### config.mk
export PLATFORM = sky130hd
export DESIGN_NAME = decoder_scan
export DESIGN_NICKNAME = d
export VERILOG_FILES = /design/src/rtl/decoder_scan_pkg.sv /design/src/rtl/decoder_scan_onehot_dec.sv /design/src/rtl/decoder_scan.sv
export SDC_FILE = /design/constraint.sdc
export NUM_CORES = 1
export LEC_CHECK = 0
export ABC_AREA = 1
export CORE_ASPECT_RATIO = 0.6
export CORE_MARGIN = 2
export CORE_UTILIZATION = 35
export DETAILED_ROUTE_END_ITERATION = 8
export HOLD_SLACK_MARGIN = 0.02
export PLACE_DENSITY = 0.51
export SETUP_SLACK_MARGIN = 0.02
export SYNTH_ARGS = -nofsm -noshare
export SYNTH_HDL_FRONTEND = slang
export SYNTH_SLANG_ARGS = --single-unit
### constraint.sdc
create_clock -name clk -period 2.2 [get_ports clk]
set_clock_uncertainty 0.1 [all_clocks]
set_input_delay 0.55 -clock clk [delete_from_list [all_inputs] [get_ports clk]]
set_output_delay 0.55 -clock clk [all_outputs]
set_load 0.005 [all_outputs]
### src/rtl/decoder_scan_pkg.sv
// Shared state encoding and mode constants for decoder_scan.
package decoder_pkg;

  typedef enum logic [1:0] {
    IDLE   = 2'd0,
    DECODE = 2'd1,
    SCAN   = 2'd2
  } state_t;

  localparam logic MODE_DECODE = 1'b0;
  localparam logic MODE_SCAN   = 1'b1;

endpackage

### src/rtl/decoder_scan_onehot_dec.sv
// Combinational binary-to-one-hot converter; zero latency, no flow control.
module onehot_dec #(
  parameter int IN_W = 3
) (
  input  logic [IN_W-1:0]      i_bin,
  output logic [2**IN_W-1:0]   o_onehot
);

  localparam int OUT_W = 2**IN_W;

  assign o_onehot = {{(OUT_W-1){1'b0}}, 1'b1} << i_bin;

endmodule

### src/rtl/decoder_scan.sv
// Registered one-hot decoder / free-running scanner; decode latency 1, in_ready low outside DECODE/IDLE or when disabled.
// Optional DECODER_SCAN_MASK_EN adds a registered output mask.
module decoder_scan
  import decoder_pkg::*;
#(
  parameter  int IN_W     = 3,
  parameter  int SCAN_DIV = 4,
  localparam int OUT_W    = 2**IN_W
) (
  input  logic             clk,
  input  logic             rst,
  input  logic             en,
  input  logic             mode,
  input  logic             in_valid,
  output logic             in_ready,
  input  logic [IN_W-1:0]  in,
`ifdef DECODER_SCAN_MASK_EN
  input  logic [OUT_W-1:0] mask,
`endif
  output logic [OUT_W-1:0] out,
  output logic             out_valid,
  output logic [IN_W-1:0]  idx,
  output logic             wrap
);

  localparam logic [15:0] DIV_LAST = 16'(SCAN_DIV - 1);

  state_t           r_state;
  state_t           w_state_nxt;
  logic [OUT_W-1:0] r_oh;
  logic [IN_W-1:0]  r_idx;
  logic             r_vld;
  logic             r_wrap;
  logic [15:0]      r_div;
  logic             r_first;
  logic             w_xfer;
  logic [IN_W-1:0]  w_dec_in;
  logic [OUT_W-1:0] w_dec;

  always_ff @(posedge clk) begin
    if (rst) r_state <= IDLE;
    else     r_state <= w_state_nxt;
  end

  always_comb begin
    w_state_nxt = r_state;
    in_ready    = 1'b0;
    if (!en) begin
      w_state_nxt = IDLE;
    end else begin
      case (r_state)
        IDLE:    w_state_nxt = (mode == MODE_SCAN) ? SCAN : DECODE;
        DECODE:  if (mode == MODE_SCAN) w_state_nxt = SCAN;
        SCAN:    if (mode == MODE_DECODE) w_state_nxt = DECODE;
        default: w_state_nxt = IDLE;
      endcase
    end
    in_ready = !rst && en && (mode == MODE_DECODE) &&
               ((r_state == IDLE) || (r_state == DECODE));
  end

  assign w_xfer = in_valid && in_ready;

  // One decoder serves both paths: the select word, or the next scan position.
  always_comb begin
    w_dec_in = in;
    if (r_state == SCAN) w_dec_in = r_first ? '0 : r_idx + IN_W'(1);
  end

  onehot_dec #(.IN_W(IN_W)) u_dec (
    .i_bin    (w_dec_in),
    .o_onehot (w_dec)
  );

  always_ff @(posedge clk) begin
    if (rst || !en) begin
      r_oh    <= '0;
      r_idx   <= '0;
      r_vld   <= 1'b0;
      r_wrap  <= 1'b0;
      r_div   <= '0;
      r_first <= 1'b0;
    end else begin
      r_wrap <= 1'b0;
      if (r_state != SCAN) begin
        if (w_xfer) begin
          r_oh  <= w_dec;
          r_idx <= in;
          r_vld <= 1'b1;
        end
        r_first <= (w_state_nxt == SCAN);
        r_div   <= '0;
      end else if (mode == MODE_DECODE) begin
        // Leaving for DECODE: freeze the current position.
        r_first <= 1'b0;
      end else if (r_first) begin
        r_oh    <= w_dec;
        r_idx   <= '0;
        r_vld   <= 1'b1;
        r_div   <= '0;
        r_first <= 1'b0;
      end else if (r_div == DIV_LAST) begin
        r_div  <= '0;
        r_oh   <= w_dec;
        r_idx  <= r_idx + IN_W'(1);
        r_wrap <= &r_idx;
      end else begin
        r_div <= r_div + 16'd1;
      end
    end
  end

`ifdef DECODER_SCAN_MASK_EN
  logic [OUT_W-1:0] r_mask;

  always_ff @(posedge clk) begin
    if (rst) r_mask <= '0;
    else     r_mask <= mask;
  end

  assign out = r_oh & r_mask;
`else
  assign out = r_oh;
`endif

  assign out_valid = r_vld;
  assign idx       = r_idx;
  assign wrap      = r_wrap;

endmodule
**After elaboration in Yosys (flattened, before gate mapping)**

Cells that the tools add are included.

- Add/sub/neg operators: 2
- Equal/unequal tests: 6
- Shift-type cells: 1
- Muxes and demuxes: 23
- Bitwise operators: 3
- Reduce and logical (&&, ||, !) cells: 18

Operators by type and width:

| operator | count |
|---|---|
| two-way mux 8 bit | 5 |
| two-way mux 16 bit | 2 |
| two-way mux 3 bit | 7 |
| adder 16 x 1 -> 16 bit (second input constant) | 1 |
| equality test 16 x 2 -> 1 bit (second input constant) | 1 |
| AND reduction 3 bit | 3 |
| two-way mux 2 bit | 4 |
| left shift 1 x 3 -> 8 bit (first input constant) | 1 |
| one-hot mux 2 bit (3 select lines) | 1 |
| OR reduction 5 bit | 1 |
| equality test 2 bit (second input constant) | 2 |
| logical AND 1 bit | 4 |
| two-way mux 1 bit | 4 |
| inequality test 2 bit (second input constant) | 2 |
| nonzero test 2 bit | 2 |
| OR reduction 2 bit | 2 |
| adder 3 x 1 -> 3 bit (second input constant) | 1 |
| inverter 1 bit | 3 |
| nonzero test 3 bit | 1 |
| equality test 2 x 1 -> 1 bit (second input constant) | 1 |
| zero test 1 bit | 2 |
| zero test 2 bit | 1 |
| logical OR 1 bit | 2 |

- Flip-flop bits (word level): 32
- Input port bits: 8
- Output and inout port bits: 14
- Word-level logic and storage cells: 60

**Logic depth before layout (Yosys ltp)**

Gate-level depths: netlist (run 1).

- Depth after elaboration: 8
- Mapped depth: 10
- Depth with buffers taken out: 10

**Hierarchy**

A second synthesis (run 1) with hierarchy kept.

- Cell total of the unflattened synthesis: 249
- Area, all modules: 1,617.8 sq um

By module, submodules not included:

| module | instances | cells an instance | area an instance (sq um) | seq. area each (sq um) |
|---|---|---|---|---|
| decoder_scan | 1 | 234 | 1,561.5 | 640.6 |
| onehot_dec | 1 | 15 | 56.3 | 0.0 |

**Least setup slack after synthesis (run 1)**

OpenSTA, ideal clock, no wires.

- Path kind: input -> output
- From: input en
- To: output in_ready
- Arrival: 1,058 ps
- Slack: 492 ps
- Stages on the path: 4
- Path buffers: 0
- Path through: inv_1 -> nor2_4 -> inv_1 -> nor3_1

- Word-level cells in the longest chain between the ends: 3

Ends and longest elaborated chain:

| element | line | text |
|---|---|---|
| start, declared | decoder_scan.sv:12 | `input logic en,` |
| logical AND 1 bit (3 in series) | decoder_scan.sv:58 | `in_ready = !rst && en && (mode == MODE_DECODE) &&` |
| end, declared | decoder_scan.sv:15 | `output logic in_ready,` |

No other way between the ends.

**Worst setup path after layout (run 1)**

- From: input rst
- To: output in_ready

- Word-level cells in the longest chain between the ends: 4

Ends and longest elaborated chain:

| element | line | text |
|---|---|---|
| start, declared | decoder_scan.sv:11 | `input logic rst,` |
| zero test 1 bit | decoder_scan.sv:58 |  |
| logical AND 1 bit (3 in series) | decoder_scan.sv:58 |  |

No other way between the ends.

==> results.cfg, run 1 <==
[run_status]
outcome = finished clean

[power]
powerDensity_mw_per_mm2 = 549
power_leakage_nw = 0.785
clockPowerShare_pct = 38.2
combPwrFrac_pct = 9.8
swShare_pct = 25.1
p_seq_share_pct = 52.0
max-vdd-ir-drop_mv = 0.269
power_switching_mw = 0.285
p_int_mw = 0.850

[clocking]
clk_latency_ns = 0.28
cts_buffers = 5
clock-sinks = 32
cts-htree-levels = 2
clk_pin_slew_worst_paths_ns = 0.07
ctsHoldBuffers = 0
cts_tree = built
cts_root_buf = clkbuf_8
clockBufferDepth = 2

[synthesis]
syn-num-nets = 244
syn_inst = 233
avgSynthCellArea_sq_um = 6.94
syn_area_sq_mm = 0.00162
seq_area_frac_synth_pct = 39.6
synth-seq-cells = 32
yosys_warnings = 0
ys_types = 26

[global_route]
grt_antenna_before_repair = 0
grt_pass1_wl_mm = 6.80
first_global_vias = 1350
overflow = 0
grt_use_total_pct = 16.8
grt_max_degree = 14

[placed_design]
gp_congestion = 0.878
dp_hpwl_mm = 2.99
port_buffers = 21

[setup_path]
critPathLaunchType = input port
cp.required_ns = 1.55
crit_fanout = 2
endpoint_kind = output port
worstPathArrival_ns = 1.48
path_class = input port to output port

[floorplan]
io_pins = 22
core_area_sq_mm = 0.00452
fp.dieW_um = 91.8
die_h_um = 56.7
num_rows = 19
die_area_sq_mm = 0.00520
start_util_pct = 35.8

[sta]
final_max_slew_viol_count = 0
maxSlewHeadroom_pct = 76.7
rsz0062_at_grt = no
final_hold_viol_count = 0
max_clock_freq_ghz = 0.469
final.period_utilization_pct = 96.8
fin_crit_ns = 2.13
worstMarginPinSlew_ns = 0.347
setup_violations = 0
setup_tns_ns = 0

[route]
wl_mm = 3.91
initialDrtViolationCount = 81
ant_nets = 0
route.detailed.drc = 0
via_count = 1542
wl_per_cell_um = 11.7
first_pass_iters = 4
vias_per_cell = 4.62

[layout]
utilization_pct = 45.7
syn_to_final_growth_pct = 27.7
final_nets = 282
drive_gt1_share_pct = 15.9
diodes = 0

[min_path]
hold_class = flop to flop

[job]
maxCapViolCount = 0
==> per-stage QoR <==
stage	worst slack (ns)	cell area, sq um	cells	total power [mW]	hold WS [ns]
finish	0.0695	2070	334	1.14	0.366
global route	0.0322	2070	334	1.19	0.399
CTS	0.0618	2070	334	1.15	0.369
detailed placement	-0.396	1980	326	0.712	0.358
global placement	-0.381	1980	326	0.713	0.358
floorplan	0.492	1620	233	0.666	0.362
==> placed cells by master, fill, tap and decap left out, types with 2 or more instances in the layout <==
cell type        instances
nand3b_1                 2
nand4_1                  5
nand2_2                  3
dfxtp_1                 32
buf_4                   13
inv_1                   13
nor3_1                   5
nor2_1                  54
o21ai_0                  4
xor2_1                   3
clkbuf_8                 5
nand2_1                 58
a21oi_1                 10
nand3_1                 14
nor3_2                   6
inv_2                    5
nor2_2                   3
nor2_4                   3
clkdlybuf4s50_1         19
ha_1                     3
==> path summary, 6_finish.rpt <==
kind / end / startpoint / slack (ns) / cells past startpoint
max: in_ready / rst / 0.07 / 5
min: out[5] / out[5] / 0.37 / 2
max reg2reg: r_div[13] / r_div[0] / 0.50 / 9
min reg2reg: out[5] / out[5] / 0.37 / 2
==> Yosys cell counts <==
cell type	count	area, sq um
o21ai_0	4	20.0
a21oi_4	1	16.3
nand3b_1	2	15.0
inv_2	3	11.3
a21boi_0	1	7.51
nand3_1	14	70.1
nor2_4	3	33.8
buf_6	2	22.5
nor3_1	6	30.0
nor3_2	5	50.1
a21oi_1	10	50.1
buf_2	1	5.00
ha_1	3	37.5
nand4_1	5	31.3
inv_1	15	56.3
nor2_1	54	203
dfxtp_1	32	641
nand2_1	58	218
a31oi_1	1	6.26
xnor2_1	1	8.76
buf_4	1	7.51
xor2_1	3	26.3
nand2_2	3	18.8
or2_2	1	6.26
nor2_2	3	18.8
o21a_1	1	7.51
==> state kept, by name, indices dropped and copies added (netlist names) <==
register / cells
out_valid: 1
idx: 3
out: 8
r_div: 16
wrap: 1
r_state: 2
r_first: 1
==> layer usage <==
metal	track usage (%)	vias to the layer above	wire length, um
met5	0	-	0
met4	4.48	0	37
met3	4.70	5	214
met2	19.4	30	1320
met1	28.2	683	2340
li1	-	824	-
==> layout make-up <==
class,count,area (sq um)
fill,495,2450
multi-input combinational,179,880
sequential,32,641
timing repair buffer,35,322
tap,63,78.8
clock buffer,6,72.6
inverter,18,67.6
clock inverter,1,5.00
==> logic make-up after synthesis <==
group	after synthesis	synth area share [%]
DFF	32	39.6
xor gates and xnor gates	4	2.17
buffers and inverters	22	6.34
AOI/OAI and AO/OA	18	6.65
adders and majority gates	3	2.32
and+or+nand+nor	154	42.9
==> power groups by stage <==
stage	sequential (mW)	combinational (mW)	clock, mW
4_1_cts	0.591	0.111	0.446
5_1_grt	0.591	0.123	0.473
2_1_floorplan	0.603	0.0624	0
3_3_place_gp	0.604	0.109	0
3_5_place_dp	0.604	0.109	0
6_report	0.591	0.111	0.434
==> worst max-delay path, stage by stage <==
cell	delay (ns)
clkdlybuf4s50_1	0.44
nor2_4	0.16
inv_2	0.06
nor3_2	0.15
buf_2	0.13
==> timing repair <==
item	in CTS	in global routing
buffers inserted	1	0
resized for setup	8	0
hold endpoints to repair	0	0
endpoints found under the setup margin	1	0
Power figures use the tool's default switching activity.
==> run 2: changes to the inputs <==
--- a/config.mk
+++ b/config.mk
@@ -8,10 +8,10 @@
 export ABC_AREA = 1
 export CORE_ASPECT_RATIO = 0.6
 export CORE_MARGIN = 2
-export CORE_UTILIZATION = 35
+export CORE_UTILIZATION = 42
 export DETAILED_ROUTE_END_ITERATION = 8
 export HOLD_SLACK_MARGIN = 0.02
-export PLACE_DENSITY = 0.51
+export PLACE_DENSITY = 0.6
 export SETUP_SLACK_MARGIN = 0.02
 export SYNTH_ARGS = -nofsm -noshare
 export SYNTH_HDL_FRONTEND = slang
==> results.cfg, run 2 (synthesis results as in run 1) <==
[setup_path]
crit_fanout = 2
endpoint_kind = output port
cp.required_ns = 1.55
path_class = input port to output port
worstPathArrival_ns = 1.28
critPathLaunchType = input port

[global_route]
grt_pass1_wl_mm = 6.47
grt_antenna_before_repair = 0
overflow = 0
first_global_vias = 1302
grt_max_degree = 14
grt_use_total_pct = 19.8

[layout]
drive_gt1_share_pct = 15.5
syn_to_final_growth_pct = 27.7
largest_register = r_div
final_common_cell = nand2_1
diodes = 0
final_nets = 281
final_cell_mix = 58 x nand2_1, 54 x nor2_1, 32 x dfxtp_1
fillCellCount = 376
largest_register_ffs = 16
fin_cells = 318

[route]
ant_nets = 0
route.detailed.drc = 0
wl_mm = 3.95
first_pass_iters = 4
wl_per_cell_um = 12.4
vias_per_cell = 4.90
via_count = 1559
initialDrtViolationCount = 140

[sta]
final_max_slew_viol_count = 0
worstMarginPinSlew_ns = 0.340
fin_crit_ns = 1.93
hold-worst-slack_ns = 0.365
final.period_utilization_pct = 87.6
max_clock_freq_ghz = 0.519
setup_violations = 0
rsz0062_at_grt = no
maxSlewHeadroom_pct = 77.2
final_hold_viol_count = 0

[power]
power_leakage_nw = 0.802
powerDensity_mw_per_mm2 = 576
max-vdd-ir-drop_mv = 0.321

[floorplan]
die_h_um = 52.1
start_util_pct = 44.0
io_pins = 22
fp.dieW_um = 84.1
num_rows = 17
die_area_sq_mm = 0.00438
core_area_sq_mm = 0.00368

[run_status]
outcome = finished clean

[clocking]
cts_tree = built
cts_buffers = 5
clock-sinks = 32
cts_root_buf = clkbuf_8
cts-htree-levels = 2
clockBufferDepth = 2
clk_pin_slew_worst_paths_ns = 0.07
clk_latency_ns = 0.30

[min_path]
hold_class = flop to flop

[placed_design]
place_inst = 308
port_buffers = 21
gp_congestion = 0.841
dp_hpwl_mm = 2.92

[job]
maxCapViolCount = 0
run 2: metrics by stage:
stage               util (%)  TNS, ns  worst slack [ns]  power, mW  cell area, sq um
global placement        53.2   -0.392            -0.392      0.709              1960
CTS                     56.1        0            0.0494       1.19              2060
detailed placement      53.2   -0.388            -0.388      0.710              1960
floorplan                  -        0             0.492      0.666              1620
global route            56.1        0             0.145       1.24              2070
finish                  56.1        0             0.273       1.19              2070
run 2: cell type report:
cell class	instances	area (sq um)	share of cell area (%)
multi-input cells	179	880	42.6
flip-flops and latches	32	641	31.0
repair buffers	34	329	15.9
clock buffers	8	90.1	4.36
inverters	18	67.6	3.27
well taps	47	58.8	2.85
run 2: worst paths after layout:
path | startpoint | end | slack (ns) | cells past startpoint
hold reg to reg | out[7] | out[7] | 0.36 | 2
hold / removal | out[7] | out[7] | 0.36 | 2
setup / recovery | en | in_ready | 0.27 | 6
setup reg to reg | r_div[0] | r_div[6] | 0.48 | 9
run 2: layer usage:
metal,routed length [um],track usage [%]
met5,0,0
met4,32,7.26
met3,361,5.24
met2,1340,23.5
met1,2220,31.9
run 2: critical path, cell delays in order:
cell and delay [ns]:
dlygate4sd2_1 0.21, inv_2 0.04, nor2_4 0.13, inv_2 0.06
nor3_2 0.16, buf_2 0.13
run 2: repair_timing:
action                                  CTS  global route
pin swaps                                 2             1
endpoints found under the setup margin    1             1
hold buffers                              0             0
gates resized for setup                   8             1
buffers inserted                          2             0
run 2: power breakdown:
| part | internal [mW] | leakage, nW | total [mW] | switching, mW |
|---|---|---|---|---|
| sequential | 0.585 | 0.258 | 0.590 | 0.00553 |
| clock | 0.255 | 0.0455 | 0.491 | 0.235 |
| combinational | 0.0491 | 0.498 | 0.109 | 0.0596 |
| total | 0.889 | 0.802 | 1.19 | 0.300 |
==> run 3: changes to the inputs <==
--- a/config.mk
+++ b/config.mk
@@ -11,8 +11,10 @@
 export CORE_UTILIZATION = 42
 export DETAILED_ROUTE_END_ITERATION = 8
 export HOLD_SLACK_MARGIN = 0.02
+export MAX_ROUTING_LAYER = met4
 export PLACE_DENSITY = 0.6
 export SETUP_SLACK_MARGIN = 0.02
 export SYNTH_ARGS = -nofsm -noshare
 export SYNTH_HDL_FRONTEND = slang
 export SYNTH_SLANG_ARGS = --single-unit
+export TNS_END_PERCENT = 100
==> constraint.sdc (replaced) <==
create_clock -name clk -period 2.2 [get_ports clk]
set_clock_uncertainty 0.1 [all_clocks]
set_input_delay 0.55 -clock clk [delete_from_list [all_inputs] [get_ports clk]]
set_output_delay 0.55 -clock clk [all_outputs]
set_load 0.01 [all_outputs]
==> results.cfg, run 3 (synthesis results as in run 1) <==
[placed_design]
port_buffers = 21
place_inst = 308
dp_hpwl_mm = 2.84
gp_congestion = 0.855
pre_cts_slack_ns = -0.426

[setup_path]
endpoint_kind = output port
critPathCapture = in_ready
critPathLaunchType = input port
worst-r2r-setup-slack_ns = 0.51
worstPathArrival_ns = 1.31
crit_fanout = 2
r2r-start = idx[0]
cp-startpoint = en
cp.required_ns = 1.55
path_class = input port to output port
reg2reg_to = out[7]
r2r_cells = 7

[sta]
final_hold_viol_count = 0
maxSlewHeadroom_pct = 75.3
fin_crit_ns = 1.96
worstMarginPinSlew_ns = 0.366
hold-worst-slack_ns = 0.367
final.period_utilization_pct = 89.0
final_max_slew_viol_count = 0
layout_setup_ws_ns = 0.242
setup_violations = 0
max_clock_freq_ghz = 0.511
setup_tns_ns = 0
rsz0062_at_grt = no

[floorplan]
fp.dieW_um = 84.1
die_area_sq_mm = 0.00438
die_h_um = 52.1
start_util_pct = 44.0
io_pins = 22
core_area_sq_mm = 0.00368
num_rows = 17

[clocking]
cts_tree = built
cts-htree-levels = 2
clk_latency_ns = 0.29
cts_buffers = 5
ctsHoldBuffers = 0
clockBufferDepth = 2
clk_pin_slew_worst_paths_ns = 0.06
cts_root_buf = clkbuf_8
clock-sinks = 32

[job]
maxCapViolCount = 0

[power]
clockPowerShare_pct = 36.8
max-vdd-ir-drop_mv = 0.270
combPwrFrac_pct = 10.0
p_int_mw = 0.838
powerDensity_mw_per_mm2 = 544
p_seq_share_pct = 53.1
swShare_pct = 24.6
power_switching_mw = 0.274
power_leakage_nw = 0.793

[layout]
fin_cells = 315
diodes = 0
syn_to_final_growth_pct = 26.4
drive_gt1_share_pct = 15.3
largest_register_ffs = 16
final_common_cell = nand2_1
final_nets = 281
fillCellCount = 368
utilization_pct = 55.6
final_cell_mix = 58 x nand2_1, 54 x nor2_1, 32 x dfxtp_1
largest_register = r_div

[route]
first_pass_iters = 4
via_count = 1550
wl_mm = 3.82
ant_nets = 0
vias_per_cell = 4.92
wl_per_cell_um = 12.1
initialDrtViolationCount = 105
route.detailed.drc = 0

[run_status]
outcome = finished clean

[min_path]
hold_class = flop to flop
holdPathStages = 2

[global_route]
grt_use_total_pct = 19.7
overflow = 0
grt_pass1_wl_mm = 6.24
grt_antenna_before_repair = 0
grt_max_degree = 14
first_global_vias = 1321
run 3: final cells by class:
| cell class | count | area [sq um] | share of cell area [%] |
|---|---|---|---|
| timing repair buffer | 34 | 329 | 16.1 |
| inverter | 18 | 67.6 | 3.30 |
| clock buffer | 5 | 68.8 | 3.37 |
| multi-input combinational | 179 | 880 | 43.0 |
| tap | 47 | 58.8 | 2.88 |
| sequential | 32 | 641 | 31.3 |
run 3: power by group through the flow:
| stage | sequential (mW) | combinational, mW | clock [mW] |
|---|---|---|---|
| global route | 0.591 | 0.124 | 0.444 |
| finish | 0.591 | 0.111 | 0.409 |
| floorplan | 0.604 | 0.0627 | 0 |
| detailed placement | 0.604 | 0.108 | 0 |
| global placement | 0.603 | 0.107 | 0 |
| CTS | 0.591 | 0.110 | 0.421 |
run 3: repair_timing:
| item | CTS | global route |
|---|---|---|
| pin swaps | 2 | 1 |
| buffers inserted | 1 | 1 |
| endpoints found under the setup margin | 1 | 1 |
| resized for setup | 8 | 1 |
| cloned | 0 | 0 |
run 3: worst min path at each step:
stage                           end  startpoint
after CTS                    out[5]      out[5]
after global placement       out[5]      out[5]
after floorplan           r_div[14]   r_div[14]
after global routing         out[4]      out[4]
after detailed placement     out[5]      out[5]
final                        out[7]      out[7]
run 3: metrics by stage:
step           area (sq um)  total power [mW]
6_report               2040              1.11
5_1_grt                2040              1.16
4_1_cts                2030              1.12
3_5_place_dp           1960             0.712
3_3_place_gp           1960             0.711
2_1_floorplan          1620             0.667
run 3: worst max-delay path: stages:
cell	delay (ns)
dlygate4sd2_1	0.21
inv_2	0.04
nor2_4	0.14
inv_2	0.06
nor3_2	0.16
buf_2	0.15
run 3: routing by layer:
metal	routed length, um	track usage, %
met1	2180	30.5
met5	0	-
met2	1310	22.5
met3	279	6.03
met4	51	7.53
